## src/rtl/mpu_sample_collect_if.sv

```systemverilog
// Request/data handshake between the sample collector (master, the requester)
// and the shared I2C engine (slave).
interface mpu_sample_collect_if;
    logic       req;
    logic [6:0] dev;
    logic [7:0] reg_addr;
    logic [7:0] size;
    logic       gnt;
    logic       rd_valid;
    logic [7:0] rd_data;
    logic       done;
    logic       nack;

    modport master (output req, dev, reg_addr, size,
                    input  gnt, rd_valid, rd_data, done, nack);
    modport slave  (input  req, dev, reg_addr, size,
                    output gnt, rd_valid, rd_data, done, nack);
endinterface

```

## src/rtl/mpu_sample_collect.sv

```systemverilog
// MPU sample collector: one I2C burst read per MPU_INT rising edge, committed atomically.
// Define SAMPLE_TIMESTAMP_EN to add a timestamp output captured at edge accept.
//
// state  | meaning
// IDLE   | waiting for a synchronised INT edge while en is high
// REQ    | holding i2c.req until grant; dropped if en falls
// RX     | collecting burst bytes into the shadow buffer, timeout armed
// COMMIT | shadow copied to sensor_data, sample_valid high
// ERR    | NACK, short read or timeout has been counted
module mpu_sample_collect #(
    parameter logic [6:0] DEV_ADDR    = 7'h68,
    parameter logic [7:0] START_REG   = 8'd59,
    parameter int         NBYTES      = 14,
    parameter int         TIMEOUT_CYC = 100000
) (
    input  logic                    clk,
    input  logic                    rst,
    input  logic                    en,
    input  logic                    mpu_int,
    mpu_sample_collect_if.master    i2c,
    output logic [8*NBYTES-1:0]     sensor_data,
    output logic                    sample_valid,
    output logic                    busy,
    output logic [15:0]             sample_cnt,
    output logic [7:0]              err_cnt,
    output logic [7:0]              ovr_cnt
`ifdef SAMPLE_TIMESTAMP_EN
    ,
    output logic [31:0]             timestamp
`endif
);

    localparam int             TW         = (TIMEOUT_CYC > 1) ? $clog2(TIMEOUT_CYC) : 1;
    localparam logic [TW-1:0]  TIMER_LOAD = TW'(TIMEOUT_CYC - 1);
    localparam logic [7:0]     NB8        = 8'(NBYTES);

    typedef enum logic [2:0] {S_IDLE, S_REQ, S_RX, S_COMMIT, S_ERR} state_t;

    state_t              state, state_nxt;
    logic                int_s1, int_s2, int_d, int_edge;
    logic [7:0]          idx, idx_nxt;
    logic                take_byte;
    logic [TW-1:0]       timer;
    logic [8*NBYTES-1:0] shadow, shadow_nxt;
    logic                grant, commit_go, err_go;

    assign int_edge  = int_s2 & ~int_d;
    // Bytes beyond the burst length are dropped; idx saturates at NBYTES.
    assign take_byte = i2c.rd_valid && (idx < NB8);

    always_comb begin
        idx_nxt    = idx;
        shadow_nxt = shadow;
        if (take_byte) begin
            idx_nxt = idx + 8'd1;
            shadow_nxt[8*(NBYTES-1-int'(idx)) +: 8] = i2c.rd_data;
        end
    end

    always_ff @(posedge clk) begin
        if (rst) state <= S_IDLE;
        else     state <= state_nxt;
    end

    always_comb begin
        state_nxt = state;
        grant     = 1'b0;
        commit_go = 1'b0;
        err_go    = 1'b0;
        case (state)
            S_IDLE: begin
                if (int_edge && en) state_nxt = S_REQ;
            end
            S_REQ: begin
                if (i2c.gnt) begin
                    state_nxt = S_RX;
                    grant     = 1'b1;
                end else if (!en) begin
                    state_nxt = S_IDLE;
                end
            end
            S_RX: begin
                // A byte arriving with DONE is counted before the length check.
                if (i2c.nack) begin
                    state_nxt = S_ERR;
                    err_go    = 1'b1;
                end else if (i2c.done) begin
                    if (idx_nxt == NB8) begin
                        state_nxt = S_COMMIT;
                        commit_go = 1'b1;
                    end else begin
                        state_nxt = S_ERR;
                        err_go    = 1'b1;
                    end
                end else if (timer == '0) begin
                    state_nxt = S_ERR;
                    err_go    = 1'b1;
                end
            end
            S_COMMIT, S_ERR: state_nxt = S_IDLE;
            default:         state_nxt = S_IDLE;
        endcase
    end

    always_comb begin
        i2c.req      = (state == S_REQ);
        busy         = (state != S_IDLE);
        sample_valid = (state == S_COMMIT);
    end

    assign i2c.dev      = DEV_ADDR;
    assign i2c.reg_addr = START_REG;
    assign i2c.size     = NB8;

    always_ff @(posedge clk) begin
        if (rst) begin
            int_s1      <= 1'b0;
            int_s2      <= 1'b0;
            int_d       <= 1'b0;
            idx         <= '0;
            timer       <= '0;
            shadow      <= '0;
            sensor_data <= '0;
            sample_cnt  <= '0;
            err_cnt     <= '0;
            ovr_cnt     <= '0;
        end else begin
            int_s1 <= mpu_int;
            int_s2 <= int_s1;
            int_d  <= int_s2;
            if (grant) begin
                idx   <= '0;
                timer <= TIMER_LOAD;
            end else if (state == S_RX) begin
                idx    <= idx_nxt;
                shadow <= shadow_nxt;
                if (timer != '0) timer <= timer - 1'b1;
            end
            // Commit on the DONE edge so sensor_data is already valid during the pulse.
            if (commit_go) begin
                sensor_data <= shadow_nxt;
                sample_cnt  <= sample_cnt + 16'd1;
            end
            if (err_go && err_cnt != 8'hFF) err_cnt <= err_cnt + 8'd1;
            if (int_edge && state != S_IDLE && ovr_cnt != 8'hFF) ovr_cnt <= ovr_cnt + 8'd1;
        end
    end

`ifdef SAMPLE_TIMESTAMP_EN
    logic        accept;
    logic [31:0] ts_cnt, ts_cap;

    assign accept = (state == S_IDLE) && int_edge && en;

    always_ff @(posedge clk) begin
        if (rst) begin
            ts_cnt    <= '0;
            ts_cap    <= '0;
            timestamp <= '0;
        end else begin
            ts_cnt <= ts_cnt + 32'd1;
            if (accept)    ts_cap    <= ts_cnt;
            if (commit_go) timestamp <= ts_cap;
        end
    end
`endif

endmodule

```

## src/flat_wrapper.sv

```systemverilog
// flat-port wrapper written by rule: the top's interface ports become plain ports
module mpu_sample_collect_flat 
#(
    parameter logic [6:0] DEV_ADDR    = 7'h68,
    parameter logic [7:0] START_REG   = 8'd59,
    parameter int         NBYTES      = 14,
    parameter int         TIMEOUT_CYC = 100000
)
  (clk, rst, en, mpu_int, sensor_data, sample_valid, busy, sample_cnt, err_cnt, ovr_cnt, i2c_req, i2c_dev, i2c_reg_addr, i2c_size, i2c_gnt, i2c_rd_valid, i2c_rd_data, i2c_done, i2c_nack);
  mpu_sample_collect_if i2c_i ();
  input  logic clk;
  input  logic rst;
  input  logic en;
  input  logic mpu_int;
  output logic [8*NBYTES-1:0] sensor_data;
  output logic sample_valid;
  output logic busy;
  output logic [15:0] sample_cnt;
  output logic [7:0] err_cnt;
  output logic [7:0] ovr_cnt;
  output wire logic [$bits(i2c_i.req)-1:0] i2c_req;
  output wire logic [$bits(i2c_i.dev)-1:0] i2c_dev;
  output wire logic [$bits(i2c_i.reg_addr)-1:0] i2c_reg_addr;
  output wire logic [$bits(i2c_i.size)-1:0] i2c_size;
  input wire logic [$bits(i2c_i.gnt)-1:0] i2c_gnt;
  input wire logic [$bits(i2c_i.rd_valid)-1:0] i2c_rd_valid;
  input wire logic [$bits(i2c_i.rd_data)-1:0] i2c_rd_data;
  input wire logic [$bits(i2c_i.done)-1:0] i2c_done;
  input wire logic [$bits(i2c_i.nack)-1:0] i2c_nack;
  assign i2c_req = i2c_i.req;
  assign i2c_dev = i2c_i.dev;
  assign i2c_reg_addr = i2c_i.reg_addr;
  assign i2c_size = i2c_i.size;
  assign i2c_i.gnt = i2c_gnt;
  assign i2c_i.rd_valid = i2c_rd_valid;
  assign i2c_i.rd_data = i2c_rd_data;
  assign i2c_i.done = i2c_done;
  assign i2c_i.nack = i2c_nack;
  mpu_sample_collect #(.DEV_ADDR(DEV_ADDR), .START_REG(START_REG), .NBYTES(NBYTES), .TIMEOUT_CYC(TIMEOUT_CYC)) u_core (.clk(clk), .rst(rst), .en(en), .mpu_int(mpu_int), .i2c(i2c_i), .sensor_data(sensor_data), .sample_valid(sample_valid), .busy(busy), .sample_cnt(sample_cnt), .err_cnt(err_cnt), .ovr_cnt(ovr_cnt));
endmodule
```

## config.mk

```make
export PLATFORM = sky130hd
export DESIGN_NAME = mpu_sample_collect_flat
export DESIGN_NICKNAME = d
export VERILOG_FILES = /design/src/rtl/mpu_sample_collect_if.sv /design/src/rtl/mpu_sample_collect.sv /design/src/flat_wrapper.sv
export SDC_FILE = /design/constraint.sdc
export NUM_CORES = 1
export LEC_CHECK = 0
export BUFFER_PORTS_ARGS = -buffer_cell sky130_fd_sc_hd__buf_4
export CORE_MARGIN = 4
export CORE_UTILIZATION = 57
export DETAILED_ROUTE_END_ITERATION = 12
export GPL_TIMING_DRIVEN = 0
export PLACE_DENSITY = 0.87
export SLEW_MARGIN = 15
export SYNTH_ARGS = -nofsm -noshare
export SYNTH_HDL_FRONTEND = slang
export SYNTH_SLANG_ARGS = --single-unit
```

## constraint.sdc

```tcl
create_clock -name clk -period 5.75 [get_ports clk]
set_clock_uncertainty 0.2 [all_clocks]
set_input_delay 0.575 -clock clk [delete_from_list [all_inputs] [get_ports clk]]
set_output_delay 0.575 -clock clk [all_outputs]
set_load 0.05 [all_outputs]
```

; Word-level counts from Yosys, hierarchy flattened
; Index checks and enable logic that the tools add are counted.
[totals]
register_bits = 287
in_bits = 16
out_inout_bits = 170
wordCells = 75
[classes]
n_addsub = 7
order_cmp = 1
n_eq_ne = 9
shift = 2
muxes = 25
n_bitwise = 3
reduce_logical = 16
[ops]
columns = cell, count
row1 = bitwise mux 112 bit, 1
row2 = two-way mux 112 bit, 1
row3 = "variable shift 8 x 33 -> 112 bit, first input constant", 1
row4 = indexed part select 8 x 33 -> 112 bit, 1
row5 = two-way mux 17 bit, 3
row6 = negator 32 -> 33 bit, 1
row7 = "adder 8 x 1 -> 8 bit, second input constant", 3
row8 = two-way mux 3 bit, 7
row9 = logical NOT 17 bit, 1
row10 = nonzero test 17 bit, 1
row11 = "subtractor 17 x 1 -> 17 bit, second input constant", 1
row12 = "adder 16 x 1 -> 16 bit, second input constant", 1
row13 = "!= test 8 bit, second input constant", 2
row14 = two-way mux 1 bit, 11
row15 = case mux 3 bit (3 select lines), 1
row16 = "subtractor 4 x 8 -> 9 bit, first input constant", 1
row17 = "== test 8 x 4 -> 1 bit, second input constant", 1
row18 = "less-than comparator 8 x 4 -> 1 bit, second input constant", 1
row19 = two-way mux 8 bit, 1
row20 = "== test 3 x 2 -> 1 bit, second input constant", 2
row21 = AND reduction 2 bit, 3
row22 = logical AND 1 bit, 5
row23 = "!= test 4 x 3 -> 1 bit, second input constant", 1
row24 = nonzero test 2 bit, 2
row25 = 9 further kinds, 10

; Longest topological paths before layout
; Gate-level depths: netlist of the first run.
[logic_depth]
depth_word = 9
depth_mapped = 17
depth_no_buf = 14

; Worst setup path after synthesis of the first run
; No wires, ideal clock.
[synth_timing]
kind = reg2reg
startpoint = reg u_core.idx[1]
endpoint = reg u_core.shadow[13]
setup_time_ps = 132
arrival_time_ps = 4007
required_ps = 5418
path_slack_ps = 1410
path_stages_with_launch = 18
n_path_buf = 3
path_cell_list = dfxtp_1 ha_1 buf_2 a2111oi_0 xnor2_1 nor4_1 nand2b_1 ha_1 or4_1 o21ai_0 a221oi_1 nor2b_1 nor3_1 or3_1 clkbuf_1 clkbuf_1 o31ai_1 a21oi_1
[synth_via]
elab_chain_len = 5
[synth_rtl]
columns = element, line_no
row1 = "start, declared", mpu_sample_collect.sv:41  ; logic [7:0] idx, idx_nxt;
row2 = "start signal, assigned", mpu_sample_collect.sv:135  ; idx <= idx_nxt;
row3 = subtractor 4 x 8 -> 9 bit, mpu_sample_collect.sv:56  ; shadow_nxt[8*(NBYTES-1-int'(idx)) +: 8] = i2c.rd_data;
row4 = negator 32 -> 33 bit, mpu_sample_collect.sv:56
row5 = indexed part select 8 x 33 -> 112 bit / variable shift 8 x 33 -> 112 bit (equally long branches), mpu_sample_collect.sv:56
row6 = bitwise mux 112 bit, mpu_sample_collect.sv:56
row7 = two-way mux 112 bit *, mpu_sample_collect.sv:54  ; if (take_byte) begin
row8 = "end signal, assigned", mpu_sample_collect.sv:136  ; shadow <= shadow_nxt;
row9 = "end, declared", mpu_sample_collect.sv:44  ; logic [8*NBYTES-1:0] shadow, shadow_nxt;
; Mark *: on every way between the ends. The rest lies on a longest branch, timed or not.
; A chain may end at the register's enable or synchronous reset.

; Final worst setup path of the first run
[layout_timing]
startpoint = reg u_core.idx[1]
endpoint = reg u_core.shadow[14]
; The elaborated chain is that of the path after synthesis.

==> results of run 1 <==
[worst min path at each step]
stage / end / from / depth (start not counted) / slack (ps)
detailed placement: u_core.int_s2 / u_core.int_s1 / 1 / 240
global placement: u_core.int_s2 / u_core.int_s1 / 1 / 220
floorplan: u_core.int_s2 / u_core.int_s1 / 1 / 210
finish: u_core.int_s1 / mpu_int / 2 / 50
CTS: u_core.int_s1 / mpu_int / 2 / 40
global route: u_core.int_s1 / mpu_int / 2 / 40
[power breakdown]
part	switching, W	internal [W]	leakage (nW)
sequential	0.00000719	0.00200	2.31
combinational	0.000240	0.0000722	2.80
clock	0.000785	0.00110	0.457
total	0.00103	0.00317	5.56
[cells by family (layout without fill, tap and decap cells)]
logic type | count (synthesis) | after routing | synth area share [%]
AOI/OAI and AO/OA | 260 | 260 | 12.2
DFF | 287 | 287 | 46.3
adders and majority gates | 14 | 14 | 1.41
and+or+nand+nor | 648 | 648 | 24.8
other | 2 | 23 | 0.0605
muxes | 84 | 84 | 6.78
xor gates and xnor gates | 49 | 49 | 3.58
buffers and inverters | 134 | 346 | 4.94
[worst max-delay path: cells and delay by family, from the launching register on]
family / cells / cell delay, ps
AO/OA/AOI/OAI: 5 / 1300
XOR/XNOR: 1 / 170
adder cells (fa/ha/maj): 2 / 550
buffers and inverters: 3 / 700
flip-flops: 1 / 410
AND/OR/NAND/NOR: 6 / 1690
[synthesized netlist by cell type, types with 7 or more instances]
cell type / count
nor2_1: 135
nand2_1: 270
a41oi_1: 9
buf_4: 25
ha_1: 14
buf_2: 7
clkbuf_1: 86
o21ai_0: 55
nor2b_1: 7
xnor2_1: 19
nor4_1: 7
nand3b_1: 8
a21o_1: 9
nor3_1: 17
and3_1: 15
nand4_1: 25
and2_1: 13
o21ai_1: 7
mux2i_1: 83
nor3b_1: 10
dfxtp_1: 287
inv_1: 8
o31ai_1: 8
nand3_1: 88
o211ai_1: 10
or3_1: 13
a21oi_1: 140
xor2_1: 28
[metrics by stage]
stage	std cells	utilization (%)	setup slack (ps)	total power, W
4_1_cts	1986	70.7	678	0.00420
3_5_place_dp	1935	66.2	686	0.00235
2_1_floorplan	1499	-	1410	0.00225
5_1_grt	1986	70.7	214	0.00430
6_report	1986	70.7	607	0.00420
3_3_place_gp	1935	66.2	820	0.00234
[flip-flops by register name, indices dropped and copies added, names as in the netlist]
| signal | count |
|---|---|
| u_core.ovr_cnt | 8 |
| u_core.sensor_data | 112 |
| u_core.shadow | 112 |
| u_core.sample_cnt | 16 |
| u_core.int_d | 1 |
| u_core.idx | 8 |
| u_core.err_cnt | 8 |
| u_core.timer | 17 |
| u_core.int_s2 | 1 |
| u_core.state | 3 |
| u_core.int_s1 | 1 |
[layout make-up]
type,instances,area (um2),area share (%)
clock buffers,38,788,5.25
well taps,275,344,2.29
multi-input cells,1078,6140,40.9
plain buffers,125,579,3.86
clock inverters,13,165,1.10
repair buffers,161,1210,8.06
flip-flops and latches,287,5750,38.3
inverters,9,33.8,0.225
[layer usage]
layer | GRT usage [%] | wire length, um
met3 | 5.19 | 3540
met1 | 40.0 | 15200
met4 | 10.1 | 1350
met5 | 0 | 0
met2 | 46.3 | 16300
==> impl_metrics.csv, run 1 <==
group,metric,value,unit
run_status,status,"complete, no violations",
cells_and_area,design_area,15000,um2
placement,routabilityCongestion,0.975,
setup_path,reg2reg_from,"u_core.idx[1]",
timing,rsz0062_at_grt,"no",
clocking,htreeDepth,1,
setup_path,rrSetupSlack,610,ps
die,die_h,156,um
drt,wl,36400,um
global_routing,grt_max_degree,16,
drt,vias,11600,
cells_and_area,n_fill_cell,1614,
die,die_area,24200,um2
die,die_w,156,um
power,p_leak,5.56,nW
global_routing,grt_antenna_before_repair,0,
power,ir_drop,0.222,mV
setup_path,cp.arrival,5360,ps
synth,synth_seq_area_share,46.3,%
cells_and_area,layout_common_cells,"287 x dfxtp_1, 270 x nand2_1, 186 x buf_4",
die,core_area,21200,um2
die,initial_core_util,58.5,%
cells_and_area,drive_gt1_share,15.5,%
global_routing,grt_use_total,29.0,%
drt,drc_errors,0,
timing,finalSetupViolCount,0,
clocking,cts_tree,"done",
timing,max-slew-margin-rel,38.8,%
clocking,clock-root-buffer,"clkbuf_16",
worst_hold_path,hold_class,"in2reg",
synth,synth-async-reset-ratio,0,%
drt,viasPerCell,5.86,
clocking,cts_hold_buf,0,
timing,whs,50.2,ps
drt,drt-initial-drc-count,1052,
cells_and_area,diodes,0,
drt,post_drt_wl_per_cell,18.3,um
clocking,clock_sinks,287,
global_routing,grt_pass1_wl,57500,um
clocking,post_cts_resize_count,0,
setup_path,setup.worst_path.class,"reg2reg",
setup_path,reg2reg_depth,17,
setup_path,cp_cell_sequence,"ha_1 -> buf_2 -> a2111oi_0 -> xnor2_1 -> nor4_1 -> nand2b_1 -> ha_1 -> or4_1 -> o21ai_0 -> a221oi_1 -> nor2b_1 -> nor3_1 -> or3_1 -> clkbuf_1 -> clkbuf_1 -> o31ai_1 -> a21oi_1",
setup_path,cp_max_fo,10,
power,cellPowerDensity,280,nW/um2
timing,finalCriticalPeriod,5140,ps
global_routing,grt-ovfl-total,0,
synth,synth_edf_count,0,
synth,yosysTopAreaCell,"dfxtp_1",
setup_path,worstSetupEndpoint,"u_core.shadow[14]",
clocking,cts_made_buffers,28,
synth,yosysWarnings,0,
synth,syn_area,12400,um2
drt,postRouteAntennaNets,0,
synth,syn_avg_cell_area,8.40,um2
timing,worst_slew_pin_slew,905,ps
flow_run,cap_violations,0,
placement,place.port_buffers,161,
clocking,clock_latency,550,ps
setup_path,crit_path_end_kind,"register",
synth,synthFlopType,"dfxtp_1",
die,io_pins,186,
die,rows,53,
clocking,cts.path.max_buffers,3,
setup_path,cp_slowest_cell,"a2111oi_0",
cells_and_area,areaGrowthSynthToFinish,20.8,%
synth,synth_cell_types,70,
timing,fmax,194,MHz
placement,dpl.hpwl,26200,um
timing,min_period_over_period,89.4,%
synth,syn_inst,1478,
cells_and_area,nets,1720,
setup_path,slowest_delay,610,ps
cells_and_area,final_common_cell,"dfxtp_1",
global_routing,grt_pass1_vias,11000,
timing,tns,0,ps
clocking,cts.clk_slew.worst_paths,70,ps
setup_path,r2r_end,"u_core.shadow[14]",
synth,ys_seq_elements,287,
setup_path,start_kind,"register",
placement,placed_area,14000,um2
setup_path,required,5960,ps
drt,dr.pass1.iters,6,
synth,ys_top_cells_by_area,"dfxtp_1 46%, nand2_1 8.2%, mux2i_1 6.7%",
setup_path,crit_start,"u_core.idx[1]",
synth,synth_top_area_share,46.3,%
timing,timing.final.max_slew_violations,0,
clocking,cts_setup_buffers,0,
timing,finalHoldViolCount,0,
No activity file was read; power rests on OpenSTA's default activity.
==> run 2: changes to the inputs <==
--- a/config.mk
+++ b/config.mk
@@ -6,11 +6,13 @@
 export NUM_CORES = 1
 export LEC_CHECK = 0
 export BUFFER_PORTS_ARGS = -buffer_cell sky130_fd_sc_hd__buf_4
+export CAP_MARGIN = 30
 export CORE_MARGIN = 4
 export CORE_UTILIZATION = 57
 export DETAILED_ROUTE_END_ITERATION = 12
 export GPL_TIMING_DRIVEN = 0
 export PLACE_DENSITY = 0.87
+export REMOVE_ABC_BUFFERS = 1
 export SLEW_MARGIN = 15
 export SYNTH_ARGS = -nofsm -noshare
 export SYNTH_HDL_FRONTEND = slang
==> impl_metrics.csv, run 2 (synthesis results as in run 1) <==
group,metric,value,unit
drt,postRouteAntennaNets,0,
setup_path,cp_max_fo,16,
power,cellPowerDensity,287,nW/um2
setup_path,rrSetupSlack,500,ps
cells_and_area,multiInputGateArea,6190,um2
power,finalPower,0.00424,W
drt,drt-initial-drc-count,887,
clocking,clock_sinks,287,
global_routing,grt-ovfl-total,0,
cells_and_area,ff_latch_area,5750,um2
worst_hold_path,min_from,"mpu_int",
clocking,cts_setup_buffers,0,
cells_and_area,nets,1614,
die,io_pins,186,
die,rows,53,
die,initial_core_util,58.5,%
die,die_h,156,um
clocking,cts.clk_slew.worst_paths,70,ps
drt,vias,10900,
clocking,cts.path.max_buffers,3,
setup_path,crit_path_end_kind,"register",
setup_path,required,6000,ps
timing,finalHoldViolCount,0,
timing,timing.final.max_slew_violations,0,
global_routing,grt_max_degree,123,
timing,finalCriticalPeriod,5250,ps
worst_hold_path,hold_end,"u_core.int_s1",
setup_path,r2r_end,"u_core.shadow[15]",
cells_and_area,drive_gt1_share,16.2,%
worst_hold_path,hold_class,"in2reg",
timing,finalSetupViolCount,0,
setup_path,crit_start,"u_core.idx[2]",
cells_and_area,areaGrowthSynthToFinish,19.2,%
power,p_leak,5.47,nW
setup_path,reg2reg_from,"u_core.idx[2]",
timing,fmax,191,MHz
clocking,clock-root-buffer,"clkbuf_16",
timing,rsz0062_at_grt,"no",
placement,routabilityCongestion,0.916,
global_routing,grt_pass1_wl,51000,um
drt,post_drt_wl_per_cell,16.7,um
drt,wl,31500,um
die,core_area,21200,um2
clocking,clock_latency,550,ps
setup_path,reg2reg_depth,14,
global_routing,grt_pass1_vias,10400,
worst_hold_path,holdPathStages,2,
cells_and_area,final_common_cell,"dfxtp_1",
cells_and_area,reg_top3,"u_core.sensor_data: 112 flops, u_core.shadow: 112 flops, u_core.timer: 17 flops",
timing,worst_slew_pin_slew,948,ps
setup_path,cp.arrival,5500,ps
placement,dpl.hpwl,21200,um
drt,dr.pass1.iters,5,
drt,viasPerCell,5.80,
flow_run,cap_violations,0,
clocking,cts_made_buffers,29,
drt,drc_errors,0,
global_routing,grt_use_total,24.8,%
cells_and_area,n_fill_cell,1620,
placement,place.port_buffers,162,
die,die_area,24200,um2
cells_and_area,diodes,0,
timing,max-slew-margin-rel,35.9,%
global_routing,grt_antenna_before_repair,0,
setup_path,start_kind,"register",
power,ir_drop,0.190,mV
timing,tns,0,ps
timing,whs,37.7,ps
clocking,htreeDepth,1,
run_status,status,"complete, no violations",
die,die_w,156,um
setup_path,setup.worst_path.class,"reg2reg",
cells_and_area,layout_common_cells,"286 x dfxtp_1, 270 x nand2_1, 163 x buf_4",
clocking,cts_tree,"done",
timing,min_period_over_period,91.3,%
-- run 2: how the worst max path moves through the flow --
stage,to,slack [ps],depth (start not counted)
after floorplan,u_core.sample_cnt[6],-620,9
after global placement,u_core.sample_cnt[6],-3360,9
after detailed placement,u_core.shadow[88],10,16
after CTS,u_core.shadow[88],330,16
after global routing,u_core.shadow[15],200,13
final,u_core.shadow[15],500,14
-- run 2: where the power goes --
group	internal, W	leakage (nW)	switching [W]
combinational	0.0000634	2.68	0.000213
clock	0.00117	0.483	0.000796
sequential	0.00200	2.31	0.00000791
total	0.00323	5.47	0.00102
-- run 2: worst max-delay path, cell delays in order, from the launching register on --
cell and delay (ps):
dfxtp_1 630, ha_1 500, a21oi_4 160, xnor2_2 230, nor4_1 350, nand2b_1 120, ha_1 290, or4_1 610
o21ai_0 210, a221oi_1 110, nor2b_1 200, nor3_2 130, or3_1 650, nor2_1 450, mux2i_1 300
-- run 2: routing by layer --
layer	GRT usage (%)	part of all wire [%]	vias up
li1	-	-	5256
met1	32.6	41	5131
met2	42.1	49	444
met3	3.50	7.0	92
met4	8.96	3.3	0
met5	0	0	-
-- run 2: area by class of cell --
class	instances	share of cell area (%)
Timing Repair Buffer	178	10.1
Tap cell	275	2.32
Sequential cell	287	38.8
Clock buffer	39	5.43
Multi-Input combinational cell	1079	41.8
Inverter	9	0.237
Clock inverter	15	1.36
-- run 2: stage by stage --
stage          setup slack [ps]  utilization, %  instance area [um2]  instances
6_report                    503            69.8                14800       1882
5_1_grt                     198            69.8                14800       1882
4_1_cts                     329            69.7                14800       1879
3_5_place_dp               14.2            64.9                13800       1825
3_3_place_gp              -3360            63.5                13500       1811
2_1_floorplan              -615               -                11900       1374
-- run 2: timing repair --
item                                    in CTS  in global routing
hold buffers                                 0                  0
hold endpoints to repair                     0                  0
pin swaps                                    0                  1
gates resized for setup                      1                  2
endpoints found under the setup margin       1                 14
gates cloned                                 0                  1
==> run 3: changes to the inputs <==
--- a/config.mk
+++ b/config.mk
@@ -11,7 +11,8 @@
 export CORE_UTILIZATION = 57
 export DETAILED_ROUTE_END_ITERATION = 12
 export GPL_TIMING_DRIVEN = 0
-export PLACE_DENSITY = 0.87
+export PLACE_DENSITY = 0.79
+export RECOVER_POWER = 100
 export REMOVE_ABC_BUFFERS = 1
 export SLEW_MARGIN = 15
 export SYNTH_ARGS = -nofsm -noshare
==> impl_metrics.csv, run 3 (synthesis results as in run 1) <==
group,metric,value,unit
power,ir_drop,0.221,mV
flow_run,cap_violations,2,
clocking,cts_made_buffers,28,
cells_and_area,diodes,0,
drt,drc_errors,0,
die,die_h,156,um
die,die_area,24200,um2
power,finalPower,0.00432,W
drt,postRouteAntennaNets,0,
drt,viasPerCell,5.65,
die,core_area,21200,um2
setup_path,cp_max_fo,12,
die,die_w,156,um
clocking,htreeDepth,1,
global_routing,grt_use_total,24.3,%
placement,routabilityCongestion,0.873,
die,io_pins,186,
global_routing,grt_antenna_before_repair,0,
clocking,cts_hold_buf,0,
global_routing,grt_pass1_wl,50000,um
timing,rsz0062_at_grt,"no",
setup_path,slowest_delay,630,ps
timing,worst_slew_pin_slew,3010,ps
global_routing,grt_pass1_vias,10000,
clocking,cts_tree,"done",
clocking,clock_latency,540,ps
timing,finalCriticalPeriod,5400,ps
die,initial_core_util,58.5,%
clocking,clock_sinks,287,
timing,fmax,185,MHz
setup_path,setup.worst_path.class,"reg2reg",
clocking,post_cts_resize_count,0,
setup_path,cp.arrival,5670,ps
placement,place.port_buffers,162,
timing,min_period_over_period,94.0,%
setup_path,cp_slowest_cell,"dfxtp_1",
placement,placed_area,13800,um2
clocking,cts.clk_slew.worst_paths,60,ps
setup_path,start_kind,"register",
drt,drt-initial-drc-count,736,
power,p_leak,4.86,nW
cells_and_area,nets,1612,
run_status,status,"complete, but fails checks",
cells_and_area,fin_util,66.7,%
global_routing,grt_max_degree,86,
drt,wl,30900,um
placement,dpl.hpwl,20900,um
cells_and_area,areaGrowthSynthToFinish,14.0,%
setup_path,path_common_cell,"ha_1",
cells_and_area,n_fill_cell,1888,
cells_and_area,final_common_cell,"dfxtp_1",
clocking,cts_setup_buffers,0,
worst_hold_path,hold_class,"in2reg",
die,rows,53,
global_routing,grt-ovfl-total,0,
run_status,violations,"max-capacitance violations, max-slew violations",
drt,vias,10600,
timing,finalSetupViolCount,0,
drt,dr.pass1.iters,7,
drt,post_drt_wl_per_cell,16.5,um
setup_path,required,6020,ps
setup_path,cp.buffers_inverters,1,
clocking,clock-root-buffer,"clkbuf_16",
timing,max-slew-margin-rel,-100,%
cells_and_area,drive_gt1_share,6.61,%
power,cellPowerDensity,305,nW/um2
timing,timing.final.max_slew_violations,143,
cells_and_area,reg_top3,"u_core.sensor_data: 112 flops, u_core.shadow: 112 flops, u_core.timer: 17 flops",
setup_path,crit_path_end_kind,"register",
setup_path,cp_cell_sequence,"ha_1 -> a21oi_4 -> xnor2_2 -> nor4_1 -> nand2b_1 -> ha_1 -> or4_1 -> o21ai_0 -> a221oi_1 -> nor2b_1 -> nor3_1 -> buf_4 -> nor2_2 -> and3_1 -> mux2i_1",
setup_path,crit_family,"simple AND/OR/NAND/NOR gates",
clocking,cts.path.max_buffers,3,
cells_and_area,design_area,14200,um2
cells_and_area,layout_common_cells,"287 x dfxtp_1, 270 x nand2_1, 152 x clkbuf_1",
timing,finalHoldViolCount,0,
==> run 3: changes by cell type in the layout (fill, tap and decap cells not counted), moves of 3 or more <==
| cell | delta |
|---|---|
| buf_12 | -3 |
| buf_4 | -146 |
| clkbuf_1 | +146 |
| clkbuf_2 | +3 |
| clkbuf_8 | +3 |
| clkinv_2 | +3 |
| clkinv_4 | -3 |
| nor3_2 | +3 |
| nor3_4 | -4 |
| o21ai_0 | +7 |
| o21ai_1 | -7 |
==> run 3: final cells by class <==
type,instances,area [um2],area share [%]
well taps,275,344,2.43
clock buffers,39,833,5.88
clock inverters,13,218,1.54
inverters,9,35.0,0.247
repair buffers,178,856,6.04
flip-flops and latches,287,5750,40.6
multi-input cells,1078,6130,43.3
==> run 3: power breakdown <==
group	internal, W	leakage (nW)	total (W)	switching [W]
logic	0.0000570	2.03	0.000263	0.000206
registers	0.00200	2.31	0.00200	0.00000791
clock network	0.00128	0.520	0.00205	0.000772
==> run 3: stage by stage <==
step           setup TNS (ps)  hold slack (ps)  std cells  setup WS, ps
3_3_place_gp          -440780              223       1811         -3430
4_1_cts                     0             35.4       1877           452
6_report                    0             40.6       1879           347
2_1_floorplan          -23030              214       1374          -615
5_1_grt                     0             49.6       1879          29.0
3_5_place_dp                0              226       1825           451
==> run 3: path summary, 6_finish.rpt <==
check,startpoint,endpoint,slack (ps),cells past startpoint
min,mpu_int,u_core.int_s1,40,2
min reg2reg,u_core.int_s1,u_core.int_s2,240,1
max reg2reg,u_core.idx[2],u_core.shadow[93],350,15
max,u_core.idx[2],u_core.shadow[93],350,15
==> run 3: worst register-to-register path, cell delays in order (launching register included) <==
cell and delay [ps]:
dfxtp_1 630, ha_1 520, a21oi_4 160, xnor2_2 230
nor4_1 350, nand2b_1 110, ha_1 290, or4_1 590
o21ai_0 190, a221oi_1 120, nor2b_1 170, nor3_1 200
buf_4 240, nor2_2 470, and3_1 610, mux2i_1 250
==> run 3: per-layer routing <==
layer,up-vias,part of all wire [%],global-route usage (%)
li1,5237,-,-
met1,5031,44,32.6
met2,301,48,41.1
met3,56,5.9,3.52
met4,0,2.2,6.88
met5,-,0,0
